## config.mk

```make
export PLATFORM = sky130hd
export DESIGN_NAME = up_counter_mod
export DESIGN_NICKNAME = d
export VERILOG_FILES = /design/src/rtl/up_counter_mod.sv
export SDC_FILE = /design/constraint.sdc
export NUM_CORES = 1
export LEC_CHECK = 0
export CAP_MARGIN = 20
export CORE_AREA = 2 2 39 41
export CTS_BUF_LIST = sky130_fd_sc_hd__clkbuf_8
export DETAILED_ROUTE_END_ITERATION = 12
export DIE_AREA = 0 0 41 43
export PLACE_DENSITY_LB_ADDON = 0.05
export SYNTH_ARGS = -nofsm -noshare
export SYNTH_HDL_FRONTEND = slang
export SYNTH_SLANG_ARGS = --single-unit
```

## constraint.sdc

```tcl
create_clock -name clk -period 2.34 [get_ports clk]
set_input_delay 0.585 -clock clk [delete_from_list [all_inputs] [get_ports clk]]
set_output_delay 0.585 -clock clk [all_outputs]
set_load 0.02 [all_outputs]
```

## src/rtl/up_counter_mod.sv

```systemverilog
// -----------------------------------------------------------------------------
// up_counter_mod
//   Modulo-MODULUS up counter with synchronous clear, parallel load, count
//   enable, registered terminal-count decode, wrap pulse, sticky overflow flag
//   and a load-range error pulse. The sequence is 0 .. MODULUS-1. Intended as a
//   reusable timebase or event counter: cascade through `wrap`, or poll `ovf`.
//
// Parameters
//   WIDTH    count register width (default 4)
//   MODULUS  sequence length, legal range 2 .. 2**WIDTH (default 16)
//
// Ports
//   clk       in   rising-edge clock
//   reset     in   asynchronous active-high reset
//   en        in   count enable
//   clear     in   synchronous clear to 0 (highest priority)
//   load      in   synchronous parallel load (beats en)
//   load_val  in   load value; values above MODULUS-1 load 0 and flag load_err
//   ovf_clr   in   clears the sticky overflow flag (a same-edge wrap wins)
//   count     out  current count
//   tc        out  high while count == MODULUS-1
//   wrap      out  one-cycle pulse in the cycle count has just wrapped to 0
//   ovf       out  sticky overflow flag, set on every wrap
//   load_err  out  one-cycle pulse after an out-of-range load
//
// Optional feature (macro UP_COUNTER_MOD_CMP_EN)
//   Adds input cmp_val[WIDTH-1:0] and output cmp_hit, a registered flag that
//   is high exactly in the cycles where count == cmp_val.
//
// All outputs are registered; no input reaches an output combinationally.
// -----------------------------------------------------------------------------
module up_counter_mod #(
  parameter int WIDTH   = 4,
  parameter int MODULUS = 16
) (
  input  logic             clk,
  input  logic             reset,
  input  logic             en,
  input  logic             clear,
  input  logic             load,
  input  logic [WIDTH-1:0] load_val,
  input  logic             ovf_clr,
`ifdef UP_COUNTER_MOD_CMP_EN
  input  logic [WIDTH-1:0] cmp_val,
  output logic             cmp_hit,
`endif
  output logic [WIDTH-1:0] count,
  output logic             tc,
  output logic             wrap,
  output logic             ovf,
  output logic             load_err
);

  // Reject an impossible modulus while elaborating rather than silently
  // building a counter that can never reach its terminal value.
  localparam longint unsigned MAX_MODULUS = 64'd1 << WIDTH;

  if (MODULUS < 2 || longint'(MODULUS) > longint'(MAX_MODULUS)) begin : g_bad_modulus
    $error("up_counter_mod: MODULUS=%0d outside legal range 2..2**WIDTH", MODULUS);
  end

  // Everything is handled one bit wider than the register so that the
  // MODULUS = 2**WIDTH case compares against MODULUS-1 exactly, without
  // relying on the natural carry out of the count register.
  localparam logic [WIDTH:0] LAST = (WIDTH + 1)'(MODULUS - 1);
  localparam logic [WIDTH:0] ONE  = (WIDTH + 1)'(1);

  logic [WIDTH:0] count_ext;
  logic [WIDTH:0] load_ext;
  logic [WIDTH:0] inc_ext;
  logic [WIDTH:0] count_nxt;
  logic           wrap_nxt;
  logic           load_err_nxt;
  logic           ovf_nxt;

  assign count_ext = {1'b0, count};
  assign load_ext  = {1'b0, load_val};
  assign inc_ext   = count_ext + ONE;

  // Next-state decode in priority order: clear, load, en, hold.
  // NOTE: every output of this block gets a default first, so no path leaves
  // a variable unassigned and no latch can be inferred; blocking '=' is
  // correct here because this is combinational logic, not state.
  always_comb begin
    count_nxt    = count_ext;
    wrap_nxt     = 1'b0;
    load_err_nxt = 1'b0;

    if (clear) begin
      count_nxt = '0;
    end else if (load) begin
      if (load_ext <= LAST) begin
        count_nxt = load_ext;
      end else begin
        count_nxt    = '0;
        load_err_nxt = 1'b1;
      end
    end else if (en) begin
      if (count_ext == LAST) begin
        count_nxt = '0;
        wrap_nxt  = 1'b1;
      end else begin
        count_nxt = inc_ext;
      end
    end
  end

  // A wrap on the same edge as ovf_clr keeps the flag set.
  assign ovf_nxt = wrap_nxt | (ovf & ~ovf_clr);

  // tc, wrap and load_err are decoded from the next count so they line up
  // with the cycle in which that count becomes visible.
  // NOTE: state registers use non-blocking '<=' so every flop samples the
  // pre-edge values regardless of statement order.
  always_ff @(posedge clk or posedge reset) begin
    if (reset) begin
      count    <= '0;
      tc       <= 1'b0;
      wrap     <= 1'b0;
      ovf      <= 1'b0;
      load_err <= 1'b0;
    end else begin
      count    <= count_nxt[WIDTH-1:0];
      tc       <= (count_nxt == LAST);
      wrap     <= wrap_nxt;
      ovf      <= ovf_nxt;
      load_err <= load_err_nxt;
    end
  end

`ifdef UP_COUNTER_MOD_CMP_EN
  // cmp_val is sampled at the edge, so a change shows up one cycle later.
  always_ff @(posedge clk or posedge reset) begin
    if (reset) begin
      cmp_hit <= 1'b0;
    end else begin
      cmp_hit <= (count_nxt == {1'b0, cmp_val});
    end
  end
`endif

endmodule

```

==> results of run 1 <==
-- per-layer routing --
metal	up-vias	part of all wire	track usage
li1	162	-	-
met5	-	0	0
met2	13	0.51	0.159
met1	159	0.39	0.120
met3	2	0.073	0.0314
met4	0	0.025	0.0800
-- final timing paths --
| check | end | slack [ns] | startpoint |
|---|---|---|---|
| setup / recovery | count[2] | 0.46 | count[2] |
| hold / removal | ovf | 0.48 | ovf |
| setup reg to reg | tc | 0.82 | count[0] |
| hold reg to reg | ovf | 0.48 | ovf |
| max in group asynchronous | count[0] | 1.57 | reset |
| min in group asynchronous | tc | 0.58 | reset |
-- flip-flops by register name (all words and copies together) (netlist names) --
signal and cells:
tc 1, wrap 1, ovf 1, count 4
-- power breakdown --
| part | internal [µW] | total, µW | switching, µW |
|---|---|---|---|
| sequential | 127 | 133 | 6.71 |
| clock | 113 | 161 | 48.2 |
| combinational | 34.6 | 64.5 | 29.9 |
-- metrics by stage --
stage,cells,utilization,hold slack (ns)
after floorplan,37,-,0.388
after global placement,67,0.396,0.461
after detailed placement,67,0.396,0.469
after CTS,71,0.429,0.490
after global routing,71,0.429,0.513
final,71,0.429,0.480
-- cells in the final DEF (no fill, tap or decap), types with 2 or more instances in the layout --
cell,n
nand2_1,3
dfrtp_1,7
nand4_1,2
a21o_1,2
a21oi_1,2
clkbuf_8,3
clkdlybuf4s50_1,16
inv_1,5
-- cell type report --
type | instances | area (µm²) | share of cell area
Clock buffer | 3 | 41.3 | 0.0696
Clock inverter | 1 | 3.75 | 0.00633
Inverter | 4 | 15.0 | 0.0253
Multi-Input combinational cell | 24 | 178 | 0.300
Sequential cell | 7 | 175 | 0.295
Tap cell | 16 | 20.0 | 0.0338
Timing Repair Buffer | 16 | 160 | 0.270
-- kinds of logic (layout without fill, tap and decap cells) --
logic type / count (synthesis) / after routing / share of synthesized area
AO/OA/AOI/OAI: 7 / 7 / 0.155
XOR/XNOR: 1 / 1 / 0.0230
adder cells (fa/ha/maj): 1 / 1 / 0.0329
buffers and inverters: 6 / 24 / 0.0724
flip-flops: 7 / 7 / 0.461
multiplexers: 2 / 2 / 0.0658
other: 1 / 1 / 0.00986
AND/OR/NAND/NOR: 12 / 12 / 0.181
-- cell usage after synthesis --
cell type	number	area, µm²
xor2_1	1	8.76
a21o_1	2	15.0
a21oi_1	2	10.0
inv_1	4	15.0
dfrtp_1	7	175
nor2_1	1	3.75
nand4_1	2	12.5
conb_1	1	3.75
buf_2	1	5.00
nand3_1	1	5.00
nand2_1	3	11.3
and4_1	1	8.76
buf_4	1	7.51
nor2b_1	1	6.26
a221oi_2	1	15.0
nor3_2	1	10.0
o22ai_2	1	12.5
nor2_2	1	6.26
mux2_4	1	15.0
nor3_1	1	5.00
ha_1	1	12.5
mux2i_1	1	10.0
a31oi_1	1	6.26
==> summary by stage, run 1 <==
STA
The worst path meets setup with 0.457 ns of slack. Of the available clock period, the critical path in the final layout requires 0.805. Static timing analysis puts the maximum clock frequency at 0.531 GHz. The clock arrives with 0.000252 ns of skew. Setup total negative slack on the finished layout was measured at 0 ns. The number of hold-slack violations in the final timing report is 0.

The number of failing setup endpoints in the final timing report is 0. The shortest period the worst path allows is 1.88 ns. Setup repair after global routing left no endpoint under its margin. The max-slew violation count is 0.

Synthesis
Yosys printed 0 warnings. After technology mapping, the gate count stands at 37. A synthesized cell averages 10.3 µm².

The cell area that synthesis handed to floorplanning was 380 µm². The share of the Yosys chip area taken by registers is 0.461. The distinct cell type count of the synthesized netlist is 23. Counting every net in the synthesized netlist gives 48.

After synthesis the netlist holds a flip-flop and latch count of 7.

Setup path
The delay of the slowest cell on the worst path is 0.64 ns. The slowest cell on the critical path is clkdlybuf4s50_1. The number of buffers and inverters on the critical path is 1. Traced cell by cell, the critical path runs through clkdlybuf4s50_1. In this run the number of cells on the critical path is 1. STA puts the critical path data required time at 1.75 ns. The worst setup path is captured at an output pin.

The worst register-to-register path has a depth of 5. The largest delay contributor family on the critical path is buffers and inverters. STA puts the critical path data arrival time at 1.30 ns.

The kind of start point of the critical path is a register. The critical path is of the register to output pin type. The largest fanout on the critical path is 6.

Power and ir drop
The leakage power is 0.000283 µW. Summing internal, switching and leakage power gives 359 µW. The worst ir drop on vdd is 0.334 mV. Dividing total power by cell area gives a power density of 605 nW/µm².

Clock network
The number of buffers inserted by hold repair at cts is 0. Clock-pin slew was measured on the worst setup and hold paths at 0.04 ns. The CTS buffer count is 3. The number of setup buffers added after CTS is 0. The root buffer selected by CTS is clkbuf_8. TritonCTS built the clock tree. The insertion delay of the later-clocked pin in the worst-skew pair is 0.22 ns. The number of levels in the clock H-tree is 1. The clock drives 7 sinks.

After clock tree synthesis, the repair step resized 0 gates. The worst-case clock buffer depth is 2.

Routing
In the final routed layout, each cell accounts on average for 12.0 µm. The count of nets left with antenna violations once routing finished came out at 0. The detailed router placed 336 vias in this run. Summed over all layers, the routed wires come to 849 µm.

The via-per-instance ratio is 4.73. In this run, the number of DRC markers left after iteration 0 of detailed routing was 6. The number of detailed-routing iterations run before antenna repair is 4. The DRC violation count after routing is 0.

Floorplanning
The die height is 43 µm. The core region is 1380 µm². From left edge to right edge, the die measures 41 µm. For this design the top-level I/O count stands at 18.

The area enclosed by the die boundary is 1760 µm². The initial utilization of the core area, before any placement, comes to 0.275. The site row count is 14.

Layout
Once layout is done, the placed cells without fillers occupy 593 µm². The area growth from synthesis to layout is 55.9%. The final-stage net count is 67. After filler insertion, the fill cell instance count of the layout stands at 142.

0 antenna diodes ended up in the layout. The fraction of final layout cells with drive strength greater than 1 is 0.145.

Global routing
The first-pass GRT wire length is 1190 µm. The largest net degree at the start of global routing is 9. The sum of overflow across all layers after global routing is 0.

The initial antenna violation count is 0. The number of global-route vias before repair came to 302. The total routing resource utilization after global routing is 0.107.

Job
Max-cap violations in this run came to 0.

Min path
The tightest min-delay check is of the register to register type. Along the worst hold path, the cell count comes to 1.

Place
The HPWL after detailed placement is 707 µm. Routability-driven placement finished with a final weighted congestion of 0.735. Prior to clock tree synthesis, the placed netlist has a worst setup slack of 0.284 ns. The placed instance area is 548 µm². The number of buffer cells added on primary ports is 16.

Status
The run finished with clean final reports.
Note: power is estimated with default switching activity, not from simulation.
==> run 2, diff against run 1 <==
clock period = 1.9 ns   (was 2.34 ns; I/O delays follow)
==> run 2 against run 1 <==
Clock power up 24%. Routed wire length up 1.4%. Register-to-register slack worse by 0.42 ns. Global-route usage up 1.1 points. Critical path depth unchanged. Cell area up 1.3%. Worst setup slack worse by 0.33 ns. Critical endpoint unchanged. Largest power group unchanged.
==> summary by stage, run 2 (synthesized netlist as in run 1, its figures left out) <==
Floorplanning
The floorplan has 14 rows. For this configuration, the core starts out at a cell density of 0.275. Measured along the y axis, the die boundary spans 43 µm. The die covers 1760 µm². The width of the die is 41 µm. The I/O pin total is 18. The core region is 1380 µm².

Place
The wire-length estimate of the detail-placed layout is 683 µm. The number of placed instances with taps included is 68. The last weighted congestion value of the routability-driven placer is 0.726.

The number of buffer cells added on primary ports is 16. Prior to clock tree synthesis, the placed netlist has a worst setup slack of 0.0220 ns.

Clock network
The root buffer selected by CTS is clkbuf_8. The worst-case clock buffer depth is 2. The post-cts repair resize count is 0.

The CTS buffer count is 3. The number of setup buffers added after CTS is 0. The number of levels in the clock H-tree is 1. At the later pin of the worst-skew pair, clock insertion delay measures 0.22 ns. Buffers inserted to repair hold after CTS numbered 0.

TritonCTS built the clock tree. After clock tree synthesis, the clock-pin slew on the worst setup and hold paths is 0.04 ns. The number of clock sinks is 7.

STA
The post-route fraction of the period consumed by the critical path is 0.931. The highest attainable clock frequency is 0.566 GHz. Setup repair after global routing left no endpoint under its margin. The clock arrives with 0.000617 ns of skew. Setup total negative slack on the finished layout was measured at 0 ns. The worst path in the final design needs a cycle of 1.77 ns, including I/O delays and setup.

The max-slew violation count is 0. The number of hold-slack violations in the final timing report came to 0. The post-route worst setup slack is 0.132 ns. Setup violations remaining at the end of the flow were counted as 0.

Setup path
The number of logic stages on the critical path including buffering is 1. Setup slack on the worst reg-to-reg path comes out at 0.40 ns. The type of element capturing the critical path is an output pin. The delay of the slowest cell on the worst path is 0.64 ns. The largest delay contributor family on the critical path is buffers and inverters. Walking the worst path, the cells encountered are clkdlybuf4s50_1. The worst register-to-register path begins at count[0]. The kind of start point of the critical path is a register.

The slowest cell on the critical path is clkdlybuf4s50_1. In this run the worst setup path begins at count[2]. The capturing point of the worst reg2reg path is tc. In this run the worst setup path terminates at count[2]. Of all nets on the critical path, the largest fanout is 6. The classification of the worst setup path is register to output pin.

The worst register-to-register path has a depth of 5. The buffering stage count on the worst path with inverters included is 1. The critical path data arrival time is 1.29 ns. STA puts the critical path data required time at 1.42 ns.

Layout
In the layout the commonest cells are clkdlybuf4s50_1 (16), dfrtp_1 (7), inv_1 (5). The number of antenna cells inserted is 0. Measured on the finished design, the core utilization comes to 0.434.

The final-stage net count is 68. The area growth from synthesis to layout is 57.9%. The register ranked first by flip-flop count is count. In the final layout, the share of cells above drive strength 1 is 0.161. The filler cells instantiated in the layout total 149. The library cell used most frequently in the layout, excluding fill and tap cells, is clkdlybuf4s50_1. The register with the most flip-flops in the layout has 4 of them. The number of non-filler instances in the completed layout is 72.

Global routing
The total routing resource utilization after global routing is 0.118. The sum of overflow across all layers after global routing is 0. The number of global-route vias before repair is 309. Entering global routing, the biggest net connects 9 pins. The initial antenna violation count is 0.

The first-pass GRT wire length is 1290 µm.

Min path
In this run the worst hold path is classified as input port to async pin.

Routing
The number of vias in the routed layout is 328. The number of DRC markers after the initial detailed-route iteration is 2. The number of detailed-routing iterations run before antenna repair is 2. The DRC violation count after routing is 0.

Wires add up to 861 µm. The count of nets left with antenna violations once routing finished came out at 0. Dividing the detail-routed wire length by the instance count gives 12.0 µm. The via-per-instance ratio is 4.56.

Power and ir drop
The power density normalized to cell area is 738 nW/µm². The design draws 443 µW. The worst ir drop on vdd is 0.489 mV. Summed over all cells, the static leakage comes to 0.000288 µW.

Status
The run finished with clean final reports.

Job
Max-cap violations in this run came to 0.
==> run 2: cell types whose count changed in the layout (fill, tap and decap cells not counted) <==
cell,previous run,this run
buf_4,0,1
==> run 2: through the flow <==
step	area (µm²)	hold slack [ns]
final	601	0.468
after global routing	601	0.501
after CTS	601	0.473
after global placement	556	0.461
after floorplan	380	0.278
after detailed placement	556	0.469
==> run 2: power by group <==
part	internal (µW)	switching, µW	leakage, µW	total, µW
registers	156	8.08	0.0000941	164
logic	43.8	36.4	0.000167	80.2
clock network	139	60.0	0.0000269	199
==> run 2: how the worst min path moves through the flow <==
stage | start | end | cells after the start
4_1_cts | reset | count[3] | 2
3_3_place_gp | ovf | ovf | 1
3_5_place_dp | ovf | ovf | 1
2_1_floorplan | reset | count[0] | 1
5_1_grt | ovf | ovf | 1
6_report | reset | ovf | 2
==> run 2: worst register-to-register path, cell delays in order, from the launching register on <==
cell and delay (ns):
dfrtp_1 0.42, ha_1 0.27, a31oi_1 0.17, nand2_1 0.08, a221oi_2 0.26, and4_1 0.23
==> run 2: final cells by class <==
| cell class | count | area [µm²] | share of cell area |
|---|---|---|---|
| Tap cell | 16 | 20.0 | 0.0333 |
| Clock inverter | 1 | 3.75 | 0.00625 |
| Sequential cell | 7 | 175 | 0.292 |
| Inverter | 4 | 15.0 | 0.0250 |
| Multi-Input combinational cell | 24 | 178 | 0.296 |
| Clock buffer | 3 | 41.3 | 0.0687 |
| Timing Repair Buffer | 17 | 168 | 0.279 |
==> run 2: metal layers <==
metal,wire (µm),GRT usage,up-vias
met4,23,0.100,0
li1,-,-,163
met5,0,0,-
met2,443,0.175,11
met1,346,0.131,151
met3,47,0.0314,3
==> variant: new RTL, config.mk and constraints of run 1 <==
Change the parameter `MODULUS` from 16 to 8. Comments in the files are not updated.
--- a/src/rtl/up_counter_mod.sv
+++ b/src/rtl/up_counter_mod.sv
@@ -33,3 +33,3 @@
   parameter int WIDTH   = 4,
-  parameter int MODULUS = 16
+  parameter int MODULUS = 8
 ) (
Function: changed (a bounded check fails within 4 cycles, from zero or initial values and one cycle with reset high).
==> variant against run 1 <==
  * Final cell count grew 8.5%
  * Cell area is 6.8% higher
  * Power is 1.4% higher
  * Routed wire length increased by 3.5%
  * Sequential share of layout area up 2.1 points
  * Worst hold slack improved by 0.0028 ns
  * Die area is the same
  * Via count increased by 9.5%
  * Synthesized area up 4.6%
  * Non-clock buffer count is 2 higher
  * Register-to-register slack got worse by 0.10 ns
  * Sequential cell count up 1
  * Worst setup slack got worse by 0.0046 ns
==> variant: results (changes against run 1) <==
Outcome -> finished clean (unchanged)
Layout cell share with drive strength beyond 1 -> 6.56% (was 14.5%)
Post-synthesis sequential area ratio -> 50.3% (was 46.1%)
Layout Cells excl Fill -> 77 (was 71)
Post-layout nets -> 74 (was 67)
Worst hold slack -> 0.483 ns (was 0.480 ns)
Worst EP arrival -> 2.00 ns (was 1.30 ns)
Synth area leaders -> dfrtp_1, nor2b_1, nor3_1 (was dfrtp_1, a21o_1, a221oi_2)
Placed Area -> 592 sq um (was 548 sq um)
Initial DRC count -> 4 (was 6)
Met2 wire length -> 466 microns (was 431 microns)
Number of global-route vias before repair -> 380 (was 302)
IO Port Bufs -> 17 (was 16)
Synthesized net count -> 52 (was 48)
R2R setup slack -> 0.72 ns (was 0.82 ns)
Crit Path Max Fanout -> 3 (was 6)
Max VDD drop -> 0.558 mV (was 0.334 mV)
Drt pass-1 iters -> 4 (unchanged)
WS Path Type -> input port to flip-flop (was flip-flop to primary output)
Met3 Use GR -> 6.28% (was 3.14%)
Met2 usage -> 20.6% (was 15.9%)
Clock root buffer -> clkbuf_8 (unchanged)
Largest net degree at the start of global routing -> 10 (was 9)
Total wire length -> 879 microns (was 849 microns)
Place WS -> 0.223 ns (was 0.284 ns)
Post-synthesis cell type count -> 21 (was 23)
Fin Clk Skew -> 0.00188 ns (was 0.000252 ns)
Top cells by count, synth -> dfrtp_1, nor2b_1, nand2_1, nor2_1, nor3_1 (was dfrtp_1, inv_1, nand2_1)
GRT Total Usage -> 13.1% (was 10.7%)
Mapped Avg Cell Area -> 9.70 sq um (was 10.3 sq um)
Gpl congestion -> 0.755 (was 0.735)
DR WL met3 -> 67 microns (was 62 microns)
Worst Setup SP -> en (was count[2])
First-pass GRT wire length -> 1.46 mm (was 1.19 mm)
Vias per cell -> 4.78 (was 4.73)
M1 GR Usage -> 13.0% (was 12.0%)
## variant: worst max-delay path, delay by kind of cell
family	cells	cell delay, ns
AOI/OAI and AO/OA	1	0.26
and+or+nand+nor	3	0.67
buffers and inverters	1	0.48
## variant: area by class of cell
class / instances / area (sq um)
clock buffer: 3 / 41.3
fill: 143 / 751
inverter: 2 / 7.51
multi-input combinational: 30 / 186
sequential: 8 / 200
tap: 16 / 20.0
timing repair buffer: 18 / 178
## variant: where the power goes
| part | switching, uW | internal (uW) | total, uW |
|---|---|---|---|
| combinational | 24.0 | 30.5 | 54.5 |
| clock | 50.8 | 111 | 162 |
| sequential | 4.60 | 143 | 148 |
## variant: kinds of logic (layout without fill, tap and decap cells)
logic type	count (synthesis)	count (layout)	synth area share, %
and+or+nand+nor	21	21	29.6
buffers and inverters	3	23	2.83
AOI/OAI and AO/OA	8	8	14.1
DFF	8	8	50.3
adders and majority gates	1	1	3.14
